## config.mk

```make
export PLATFORM = sky130hd
export DESIGN_NAME = fir_seq_ctrl_flat
export DESIGN_NICKNAME = d
export VERILOG_FILES = /design/src/rtl/fir_seq_ctrl_if.sv /design/src/rtl/fir_seq_ctrl.sv /design/src/flat_wrapper.sv
export SDC_FILE = /design/constraint.sdc
export NUM_CORES = 1
export LEC_CHECK = 0
export BUFFER_PORTS_ARGS = -buffer_cell sky130_fd_sc_hd__buf_2
export CORE_MARGIN = 2
export CORE_UTILIZATION = 42
export CTS_BUF_LIST = sky130_fd_sc_hd__clkbuf_8
export CTS_CLUSTER_SIZE = 30
export DETAILED_ROUTE_END_ITERATION = 6
export SLEW_MARGIN = 20
export SYNTH_ARGS = -nofsm -noshare
export SYNTH_HDL_FRONTEND = slang
export SYNTH_SLANG_ARGS = --single-unit
export TNS_END_PERCENT = 5
```

## constraint.sdc

```tcl
create_clock -name clk -period 3.8 [get_ports clk]
set_input_delay 0.95 -clock clk [delete_from_list [all_inputs] [get_ports clk]]
set_output_delay 0.95 -clock clk [all_outputs]
set_load 0.05 [all_outputs]
```

## src/rtl/fir_seq_ctrl_if.sv

```systemverilog
// Bus-side and datapath-side handshake bundle for the FIR sequencer.
// The slave modport is the sequencer view; the master modport is the
// view of whatever drives the commands and models the FIFOs/FIR.
interface fir_seq_ctrl_if #(
  parameter int TAPS      = 20,
  parameter int BIT_PREC  = 8,
  parameter int OUT_DEPTH = 16,
  parameter int CNT_W     = 16
) ();
  localparam int ADDR_W = $clog2(TAPS);
  localparam int FREE_W = $clog2(OUT_DEPTH + 1);

  // command side
  logic                load_start;
  logic                run_start;
  logic                abort;
  logic [CNT_W-1:0]    num_samples;

  // coefficient stream and bank write port
  logic                coef_valid;
  logic [BIT_PREC-1:0] coef_data;
  logic                coef_ready;
  logic                coef_we;
  logic [ADDR_W-1:0]   coef_addr;
  logic [BIT_PREC-1:0] coef_wdata;

  // FIFO / FIR control
  logic                in_fifo_empty;
  logic                in_fifo_rd;
  logic                fir_in_valid;
  logic [FREE_W-1:0]   out_fifo_free;
  logic                out_fifo_wr;

  // status
  logic                busy;
  logic                coef_loaded;
  logic                done;
  logic [CNT_W-1:0]    sample_cnt;

  modport master (
    output load_start, run_start, abort, num_samples,
    output coef_valid, coef_data,
    output in_fifo_empty, out_fifo_free,
    input  coef_ready, coef_we, coef_addr, coef_wdata,
    input  in_fifo_rd, fir_in_valid, out_fifo_wr,
    input  busy, coef_loaded, done, sample_cnt
  );

  modport slave (
    input  load_start, run_start, abort, num_samples,
    input  coef_valid, coef_data,
    input  in_fifo_empty, out_fifo_free,
    output coef_ready, coef_we, coef_addr, coef_wdata,
    output in_fifo_rd, fir_in_valid, out_fifo_wr,
    output busy, coef_loaded, done, sample_cnt
  );
endinterface

```

## src/rtl/fir_seq_ctrl.sv

```systemverilog
// Sequencer for the FIR-plus-FIFO datapath. Loads the coefficient bank
// from a valid/ready stream, then streams a programmed number of samples
// from the input FIFO through the FIR into the output FIFO. A pop is only
// issued when the output FIFO has a committed free slot for every result
// still in flight, so results can never be dropped.
module fir_seq_ctrl #(
  parameter int TAPS      = 20,
  parameter int BIT_PREC  = 8,
  parameter int FIR_LAT   = 2,
  parameter int OUT_DEPTH = 16,
  parameter int CNT_W     = 16
) (
  input  logic           clk,
  input  logic           rst_n,
  fir_seq_ctrl_if.slave  bus
);
  localparam int ADDR_W = $clog2(TAPS);
  localparam int FREE_W = $clog2(OUT_DEPTH + 1);

  typedef enum logic [1:0] {
    IDLE  = 2'd0,
    LOAD  = 2'd1,
    RUN   = 2'd2,
    DRAIN = 2'd3
  } state_t;

  state_t              state;
  state_t              state_nxt;

  // coefficient load bookkeeping
  logic [ADDR_W-1:0]   coef_idx;
  logic                coef_loaded_r;
  logic                coef_we_r;
  logic [ADDR_W-1:0]   coef_addr_r;
  logic [BIT_PREC-1:0] coef_wdata_r;

  // run bookkeeping
  logic [CNT_W-1:0]    run_len;
  logic [CNT_W-1:0]    issued;
  logic [CNT_W-1:0]    sample_cnt_r;
  logic [FREE_W-1:0]   inflight;

  // valid delay line: vld_p[0] is the FIR input strobe (pop + 1 cycle),
  // vld_p[FIR_LAT] is the matching output FIFO push.
  logic [FIR_LAT:0]    vld_p;

  // combinational decodes
  logic                coef_ready_c;
  logic                pop_c;
  logic                done_c;
  logic                coef_hs;
  logic                last_coef;
  logic                accept_load;
  logic                accept_run;
  logic                push;

  assign coef_hs     = coef_ready_c && bus.coef_valid;
  assign last_coef   = coef_hs && (coef_idx == ADDR_W'(TAPS - 1));
  assign accept_load = (state == IDLE) && !bus.abort && bus.load_start;
  assign accept_run  = (state == IDLE) && !bus.abort && !bus.load_start &&
                       bus.run_start && coef_loaded_r;
  assign push        = vld_p[FIR_LAT];

  // State register
  always_ff @(posedge clk or negedge rst_n) begin
    if (!rst_n) begin
      state <= IDLE;
    end else begin
      state <= state_nxt;
    end
  end

  // Next-state decode; abort overrides every state and every start pulse
  always_comb begin
    state_nxt = state;
    if (bus.abort) begin
      state_nxt = IDLE;
    end else begin
      case (state)
        IDLE: begin
          if (bus.load_start) begin
            state_nxt = LOAD;
          end else if (bus.run_start && coef_loaded_r) begin
            state_nxt = RUN;
          end
        end
        LOAD: begin
          if (last_coef) begin
            state_nxt = IDLE;
          end
        end
        RUN: begin
          if (issued == run_len) begin
            state_nxt = DRAIN;
          end
        end
        DRAIN: begin
          if (inflight == '0) begin
            state_nxt = IDLE;
          end
        end
        default: state_nxt = IDLE;
      endcase
    end
  end

  // Per-state outputs: stream ready, credit-gated pop, end-of-run pulse.
  // All of them are masked by abort so nothing is accepted in that cycle.
  always_comb begin
    coef_ready_c = 1'b0;
    pop_c        = 1'b0;
    done_c       = 1'b0;
    case (state)
      LOAD:  coef_ready_c = !bus.abort;
      RUN:   pop_c        = !bus.abort && !bus.in_fifo_empty &&
                            (issued < run_len) &&
                            (inflight < bus.out_fifo_free);
      DRAIN: done_c       = !bus.abort && (inflight == '0);
      default: ;
    endcase
  end

  // Coefficient index, bank write port and loaded flag
  always_ff @(posedge clk or negedge rst_n) begin
    if (!rst_n) begin
      coef_idx      <= '0;
      coef_loaded_r <= 1'b0;
      coef_we_r     <= 1'b0;
      coef_addr_r   <= '0;
      coef_wdata_r  <= '0;
    end else begin
      coef_we_r <= coef_hs;
      if (accept_load) begin
        coef_idx      <= '0;
        coef_loaded_r <= 1'b0;
      end else if (coef_hs) begin
        coef_addr_r  <= coef_idx;
        coef_wdata_r <= bus.coef_data;
        coef_idx     <= coef_idx + ADDR_W'(1);
        if (last_coef) begin
          coef_loaded_r <= 1'b1;
        end
      end
    end
  end

  // Run length latch, issue counter and pushed-result counter
  always_ff @(posedge clk or negedge rst_n) begin
    if (!rst_n) begin
      run_len      <= '0;
      issued       <= '0;
      sample_cnt_r <= '0;
    end else if (accept_run) begin
      run_len      <= bus.num_samples;
      issued       <= '0;
      sample_cnt_r <= '0;
    end else begin
      if (pop_c) begin
        issued <= issued + CNT_W'(1);
      end
      if (push) begin
        sample_cnt_r <= sample_cnt_r + CNT_W'(1);
      end
    end
  end

  // Outstanding pops not yet pushed; abort forgets them with the delay line
  always_ff @(posedge clk or negedge rst_n) begin
    if (!rst_n) begin
      inflight <= '0;
    end else if (bus.abort) begin
      inflight <= '0;
    end else begin
      case ({pop_c, push})
        2'b10:   inflight <= inflight + FREE_W'(1);
        2'b01:   inflight <= inflight - FREE_W'(1);
        default: inflight <= inflight;
      endcase
    end
  end

  // Pipeline stage boundary: pop -> FIR input strobe -> output FIFO push
  always_ff @(posedge clk or negedge rst_n) begin
    if (!rst_n) begin
      vld_p <= '0;
    end else if (bus.abort) begin
      vld_p <= '0;
    end else begin
      vld_p <= {vld_p[FIR_LAT-1:0], pop_c};
    end
  end

  assign bus.coef_ready   = coef_ready_c;
  assign bus.coef_we      = coef_we_r;
  assign bus.coef_addr    = coef_addr_r;
  assign bus.coef_wdata   = coef_wdata_r;
  assign bus.in_fifo_rd   = pop_c;
  assign bus.fir_in_valid = vld_p[0];
  assign bus.out_fifo_wr  = push;
  assign bus.busy         = (state != IDLE);
  assign bus.coef_loaded  = coef_loaded_r;
  assign bus.done         = done_c;
  assign bus.sample_cnt   = sample_cnt_r;

endmodule

```

## src/flat_wrapper.sv

```systemverilog
// flat-port wrapper written by rule: the top's interface ports become plain ports
module fir_seq_ctrl_flat 
#(
  parameter int TAPS      = 20,
  parameter int BIT_PREC  = 8,
  parameter int FIR_LAT   = 2,
  parameter int OUT_DEPTH = 16,
  parameter int CNT_W     = 16
)
  (clk, rst_n, bus_load_start, bus_run_start, bus_abort, bus_num_samples, bus_coef_valid, bus_coef_data, bus_in_fifo_empty, bus_out_fifo_free, bus_coef_ready, bus_coef_we, bus_coef_addr, bus_coef_wdata, bus_in_fifo_rd, bus_fir_in_valid, bus_out_fifo_wr, bus_busy, bus_coef_loaded, bus_done, bus_sample_cnt);
  fir_seq_ctrl_if #(.TAPS(TAPS), .BIT_PREC(BIT_PREC), .OUT_DEPTH(OUT_DEPTH), .CNT_W(CNT_W)) bus_i ();
  input  logic clk;
  input  logic rst_n;
  input wire logic [$bits(bus_i.load_start)-1:0] bus_load_start;
  input wire logic [$bits(bus_i.run_start)-1:0] bus_run_start;
  input wire logic [$bits(bus_i.abort)-1:0] bus_abort;
  input wire logic [$bits(bus_i.num_samples)-1:0] bus_num_samples;
  input wire logic [$bits(bus_i.coef_valid)-1:0] bus_coef_valid;
  input wire logic [$bits(bus_i.coef_data)-1:0] bus_coef_data;
  input wire logic [$bits(bus_i.in_fifo_empty)-1:0] bus_in_fifo_empty;
  input wire logic [$bits(bus_i.out_fifo_free)-1:0] bus_out_fifo_free;
  output wire logic [$bits(bus_i.coef_ready)-1:0] bus_coef_ready;
  output wire logic [$bits(bus_i.coef_we)-1:0] bus_coef_we;
  output wire logic [$bits(bus_i.coef_addr)-1:0] bus_coef_addr;
  output wire logic [$bits(bus_i.coef_wdata)-1:0] bus_coef_wdata;
  output wire logic [$bits(bus_i.in_fifo_rd)-1:0] bus_in_fifo_rd;
  output wire logic [$bits(bus_i.fir_in_valid)-1:0] bus_fir_in_valid;
  output wire logic [$bits(bus_i.out_fifo_wr)-1:0] bus_out_fifo_wr;
  output wire logic [$bits(bus_i.busy)-1:0] bus_busy;
  output wire logic [$bits(bus_i.coef_loaded)-1:0] bus_coef_loaded;
  output wire logic [$bits(bus_i.done)-1:0] bus_done;
  output wire logic [$bits(bus_i.sample_cnt)-1:0] bus_sample_cnt;
  assign bus_i.load_start = bus_load_start;
  assign bus_i.run_start = bus_run_start;
  assign bus_i.abort = bus_abort;
  assign bus_i.num_samples = bus_num_samples;
  assign bus_i.coef_valid = bus_coef_valid;
  assign bus_i.coef_data = bus_coef_data;
  assign bus_i.in_fifo_empty = bus_in_fifo_empty;
  assign bus_i.out_fifo_free = bus_out_fifo_free;
  assign bus_coef_ready = bus_i.coef_ready;
  assign bus_coef_we = bus_i.coef_we;
  assign bus_coef_addr = bus_i.coef_addr;
  assign bus_coef_wdata = bus_i.coef_wdata;
  assign bus_in_fifo_rd = bus_i.in_fifo_rd;
  assign bus_fir_in_valid = bus_i.fir_in_valid;
  assign bus_out_fifo_wr = bus_i.out_fifo_wr;
  assign bus_busy = bus_i.busy;
  assign bus_coef_loaded = bus_i.coef_loaded;
  assign bus_done = bus_i.done;
  assign bus_sample_cnt = bus_i.sample_cnt;
  fir_seq_ctrl #(.TAPS(TAPS), .BIT_PREC(BIT_PREC), .FIR_LAT(FIR_LAT), .OUT_DEPTH(OUT_DEPTH), .CNT_W(CNT_W)) u_core (.clk(clk), .rst_n(rst_n), .bus(bus_i));
endmodule
```

==> Word-level counts from Yosys, hierarchy flattened <==
Cells that the tools add are included.
{ "op_classes": {"addsub": 5, "n_lt_le_gt_ge": 2, "eq_ne": 11, "muxes": 22, "n_bitwise": 1, "reduce_logical": 26} }
{ "op_table": {"columns": ["op", "count"], "rows": [
  ["16-bit two-way mux", 4],
  ["16-bit by 1-bit adder with 16-bit output, second input constant", 2],
  ["16-bit == test", 1],
  ["16-bit < comparator", 1],
  ["5-bit two-way mux", 3],
  ["1-bit logical AND", 12],
  ["2-bit two-way mux", 6],
  ["5-bit by 1-bit adder with 5-bit output, second input constant", 2],
  ["5-bit one-hot mux with 2 select lines", 1],
  ["2-bit nonzero test", 5],
  ["3-bit by 2-bit != test with 1-bit output, second input constant", 3],
  ["2-bit one-hot mux with 4 select lines", 1],
  ["2-bit == test, second input constant", 3],
  ["1-bit two-way mux", 6],
  ["5-bit == test, second input constant", 1],
  ["5-bit logical NOT", 1],
  ["5-bit < comparator", 1],
  ["5-bit by 1-bit subtractor with 5-bit output, second input constant", 1],
  ["2-bit by 1-bit == test with 1-bit output, second input constant", 2],
  ["4-bit != test, second input constant", 1],
  ["2-bit AND reduction", 2],
  ["4-bit AND reduction", 1],
  ["1-bit logical NOT", 3],
  ["3-bit two-way mux", 1],
  ["other kinds (3)", 3]
]} }
{ "totals": {"regBits": 78, "in_bits": 36, "wordCells": 78} }

==> Logic depth before layout (Yosys ltp) <==
{ "depth": {"word_depth": 8, "mapped_depth": 17, "mapped_depth_nobuf": 15} }

==> Least setup slack after synthesis <==
No wires, ideal clock.
{ "synth_timing": {"path_type": "input to output", "start": "in bus_in_fifo_empty", "end": "out bus_in_fifo_rd", "arrival_ns": 3.395, "t_required_ns": 2.850, "path_slack_ns": -0.545, "cell_stages": 7, "path_buffers": 2, "cell_sequence": "or4b_1 -> a2111oi_2 -> o21ai_1 -> or4_1 -> buf_2 -> clkbuf_1 -> nor2_1"} }
{ "synth_via": {"elab_chain_cells": 5} }
{ "synth_lines": {"columns": ["element", "line", "rtl"], "rows": [
  ["from (decl)", "flat_wrapper.sv:20", "input wire logic [$bits(bus_i.in_fifo_empty)-1:0] bus_in_fifo_empty;"],
  ["1-bit logical NOT", "fir_seq_ctrl.sv:115", "RUN: pop_c = !bus.abort && !bus.in_fifo_empty &&"],
  ["1-bit logical AND (2 in series)", "fir_seq_ctrl.sv:115", null],
  ["1-bit logical AND", "fir_seq_ctrl.sv:116", "(issued < run_len) &&"],
  ["1-bit two-way mux", "fir_seq_ctrl.sv:113", "case (state)"],
  ["to (decl)", "flat_wrapper.sv:26", "output wire logic [$bits(bus_i.in_fifo_rd)-1:0] bus_in_fifo_rd;"]
]} }
No other way between the ends.

==> Final worst setup path <==
Ends and elaborated chain as after synthesis.

==> metrics.txt <==
capturing point of the worst reg2reg path u_core.inflight[4]; vias in the first global route 3579; DRT Pass-1 Iters 4; Root Buffer clkbuf_8; Worst EP required 2.85 ns; ys flop type dfrtp_1; WL/cell 14.1 um; final setup violation count 0; P_sw 0.885 mW; area delta synth->final 20.5%; critical path class primary input to output pin; max-slew violations 0; Post-Syn Area 0.00429 mm2; Hold Path Sink u_core.vld_p[2]; Worst EP arrival 2.79 ns; clk sinks 78; Filler cells 951; Mean Syn Cell Area 9.44 um2; crit end category output pin; fmax 267 MHz; Yosys Warn Count 0; power per cell area 465 mW/mm2; clock-pin slew on the worst setup and hold paths 0.08 ns; final wirelength 9450 um; Final nets 594; RSZ-0062 raised after global routing false; combinational power share 27.3%; FF-to-FF Start u_core.issued[15]; Synthesized Nets 517; post-synthesis cell type count 43; synth top area cells dfrtp_1 46%, ha_1 7.6%, nand2_1 4.5%; I/O Buffers 72; Initial Util 43.7%; Worst path max stage delay 0.55 ns; Die Wd 105 um; largest net degree at the start of global routing 79; Synth async-reset ratio 100%; n_diodes 0; count of non-filler cells in the finished layout 669; GPL Wtd Cong 0.768; area occupied by multi-input gates 0.00222 mm2; CTS Buffer Depth 2; Lkg Pwr 2.48 nW; cts hold-fix bufs 0; first-pass GRT wire length 16800 um; Post-synth EDFFs 0; die area 0.0110 mm2; synthesized flop and latch total 78; R2R Setup Slk 0.24 ns; total negative slack 0 ns; switching share of power 36.8%; Max-Cap Viols 0; Post-Place Cell Area 0.00491 mm2; gr ovfl total 0; clock tree skew after final layout 0.00670 ns; Top delay family on crit path simple AND/OR/NAND/NOR gates; vias per cell 5.22; Iter 0 DRT Violations 127; hold_sp u_core.vld_p[1]; Hold Fails Final Rpt 0; crit share post-route 98.4%; Max FO, Critical Path 5; antenna violations before repair 0; die height 105 um; CTS tree done; Clk pwr share 29.1%; layout cells sized above 1 26.5%; clk_lat worst skew 0.35 ns; Max IR drop VDD 0.225 mV; crit start category primary input; DP Wirelength 6740 um; Worst Tran Pin Value 0.599 ns; sequential power share 43.6%; final worst path period need 3.74 ns; # DRC 0; slowest cell on the critical path or4_4; outcome finished clean; placed instance count 652; HP Class flop to flop; Post-CTS Setup Bufs 0; sequential-to-total area share from yosys stat 45.5%; Worst Hold Path Cells 1; Boundary Pins 73; # H-tree levels 3; Synth area leader dfrtp_1; core box area 0.00982 mm2; TritonCTS Buffers 9; post-route ant nets 0; Power, Total 2.40 mW; Synth top area share 45.5%; Pint 1.52 mW; FF-to-FF path depth 14; Worst slew margin 59.7%; fin area 0.00517 mm2; Site Rows 36; CP cell instances buf_2, or4b_4, a2111oi_4, o21ai_2, or4_4, nor2_4, buf_6; WP buf/inv 2; vias 3490; register area 0.00195 mm2; total track usage 18.5%; Post-Syn Instances 454
-- metal layers --
layer  part of all wire [%]  GRT usage, %  vias to the layer above
met4                    1.5          6.38                        0
met1                     48          25.0                     1651
met3                    5.4          3.62                       14
met2                     46          29.8                       90
li1                       -             -                     1735
met5                      0             0                        -
-- power groups by stage --
stage | Combinational [mW] | Clock (mW) | Sequential [mW]
after global routing | 0.714 | 0.754 | 1.07
after floorplan | 0.216 | 0 | 1.32
after global placement | 0.649 | 0 | 1.06
final | 0.656 | 0.699 | 1.05
after CTS | 0.661 | 0.722 | 1.05
after detailed placement | 0.660 | 0 | 1.06
-- flip-flops by register name (all words and copies together) (netlist names), 2 cells and up --
| signal | flops |
|---|---|
| u_core.coef_idx | 5 |
| u_core.bus.coef_wdata | 8 |
| u_core.issued | 16 |
| u_core.inflight | 5 |
| u_core.state | 2 |
| u_core.bus.coef_addr | 5 |
| u_core.vld_p | 3 |
| u_core.bus.sample_cnt | 16 |
| u_core.run_len | 16 |
-- area by class of cell --
cell class / count / share of cell area [%]
multi-input combinational: 327 / 43.0
sequential: 78 / 37.8
timing repair buffer: 89 / 9.86
tap: 133 / 3.22
clock buffer: 9 / 2.40
clock inverter: 7 / 1.89
inverter: 26 / 1.89
-- cell usage in the layout, fill, tap and decap left out, types with 3 or more instances in the layout --
cell type	count
o211ai_1	5
clkbuf_8	9
dfrtp_1	78
a21oi_1	12
nor3_1	16
buf_4	17
and4_1	3
nand4_1	22
xnor2_1	5
xor2_1	15
o21ai_0	19
and3_1	6
nand3_1	16
a21o_1	4
nor3b_1	3
nand2_1	51
nor4_1	4
ha_1	25
mux2i_1	15
nor2b_1	5
buf_2	70
nor2_1	37
or2_2	12
mux2_2	14
and2_1	5
inv_1	26
nand2b_1	4
-- stage by stage --
stage               utilization (%)  setup WS (ns)  hold slack [ns]
detailed placement             50.0         -0.284            0.479
global placement               50.0         -0.174            0.444
floorplan                         -        -0.0580            0.439
global route                   52.6        0.00102            0.529
CTS                            52.4       0.000648            0.501
finish                         52.6         0.0591            0.492
-- how the worst max path moves through the flow --
stage                                 start            endpoint  slack (ns)  cells after the start
final                     bus_in_fifo_empty      bus_in_fifo_rd        0.06                      7
after CTS                 bus_in_fifo_empty      bus_in_fifo_rd      0.0006                      7
after global routing      bus_in_fifo_empty      bus_in_fifo_rd       0.001                      7
after global placement    bus_in_fifo_empty      bus_in_fifo_rd       -0.17                      7
after floorplan           bus_in_fifo_empty  u_core.inflight[4]       -0.06                     15
after detailed placement  bus_in_fifo_empty  u_core.inflight[4]       -0.28                     14
-- Yosys cell counts, types with 12 or more instances --
| cell type | count |
|---|---|
| or2_2 | 12 |
| xor2_1 | 15 |
| inv_1 | 26 |
| dfrtp_1 | 78 |
| mux2i_1 | 15 |
| clkbuf_1 | 20 |
| o21ai_0 | 21 |
| nor2_1 | 38 |
| a21oi_1 | 13 |
| mux2_2 | 14 |
| nand3_1 | 16 |
| nand2_1 | 51 |
| ha_1 | 26 |
| nand4_1 | 22 |
| nor3_1 | 17 |
-- worst register-to-register path, delay by kind of cell, from the launching register on --
kind	cells	cell delay, ns
adders and majority gates	2	0.45
muxes	1	0.15
DFF	1	0.41
and+or+nand+nor	5	1.46
buffers and inverters	1	0.08
AOI/OAI and AO/OA	5	0.87
-- cell families after synthesis --
| kind of cell | Yosys count | synth area share, % |
|---|---|---|
| AOI/OAI and AO/OA | 59 | 8.46 |
| adders and majority gates | 27 | 8.06 |
| buffers and inverters | 49 | 4.32 |
| xor gates and xnor gates | 20 | 4.09 |
| DFF | 78 | 45.5 |
| and+or+nand+nor | 192 | 22.4 |
| muxes | 29 | 7.18 |
-- timing repair --
action	CTS	global route
setup endpoints to repair	1	1
gates resized for setup	3	1
pin swaps	0	1
Note: power is estimated with default switching activity, not from simulation.
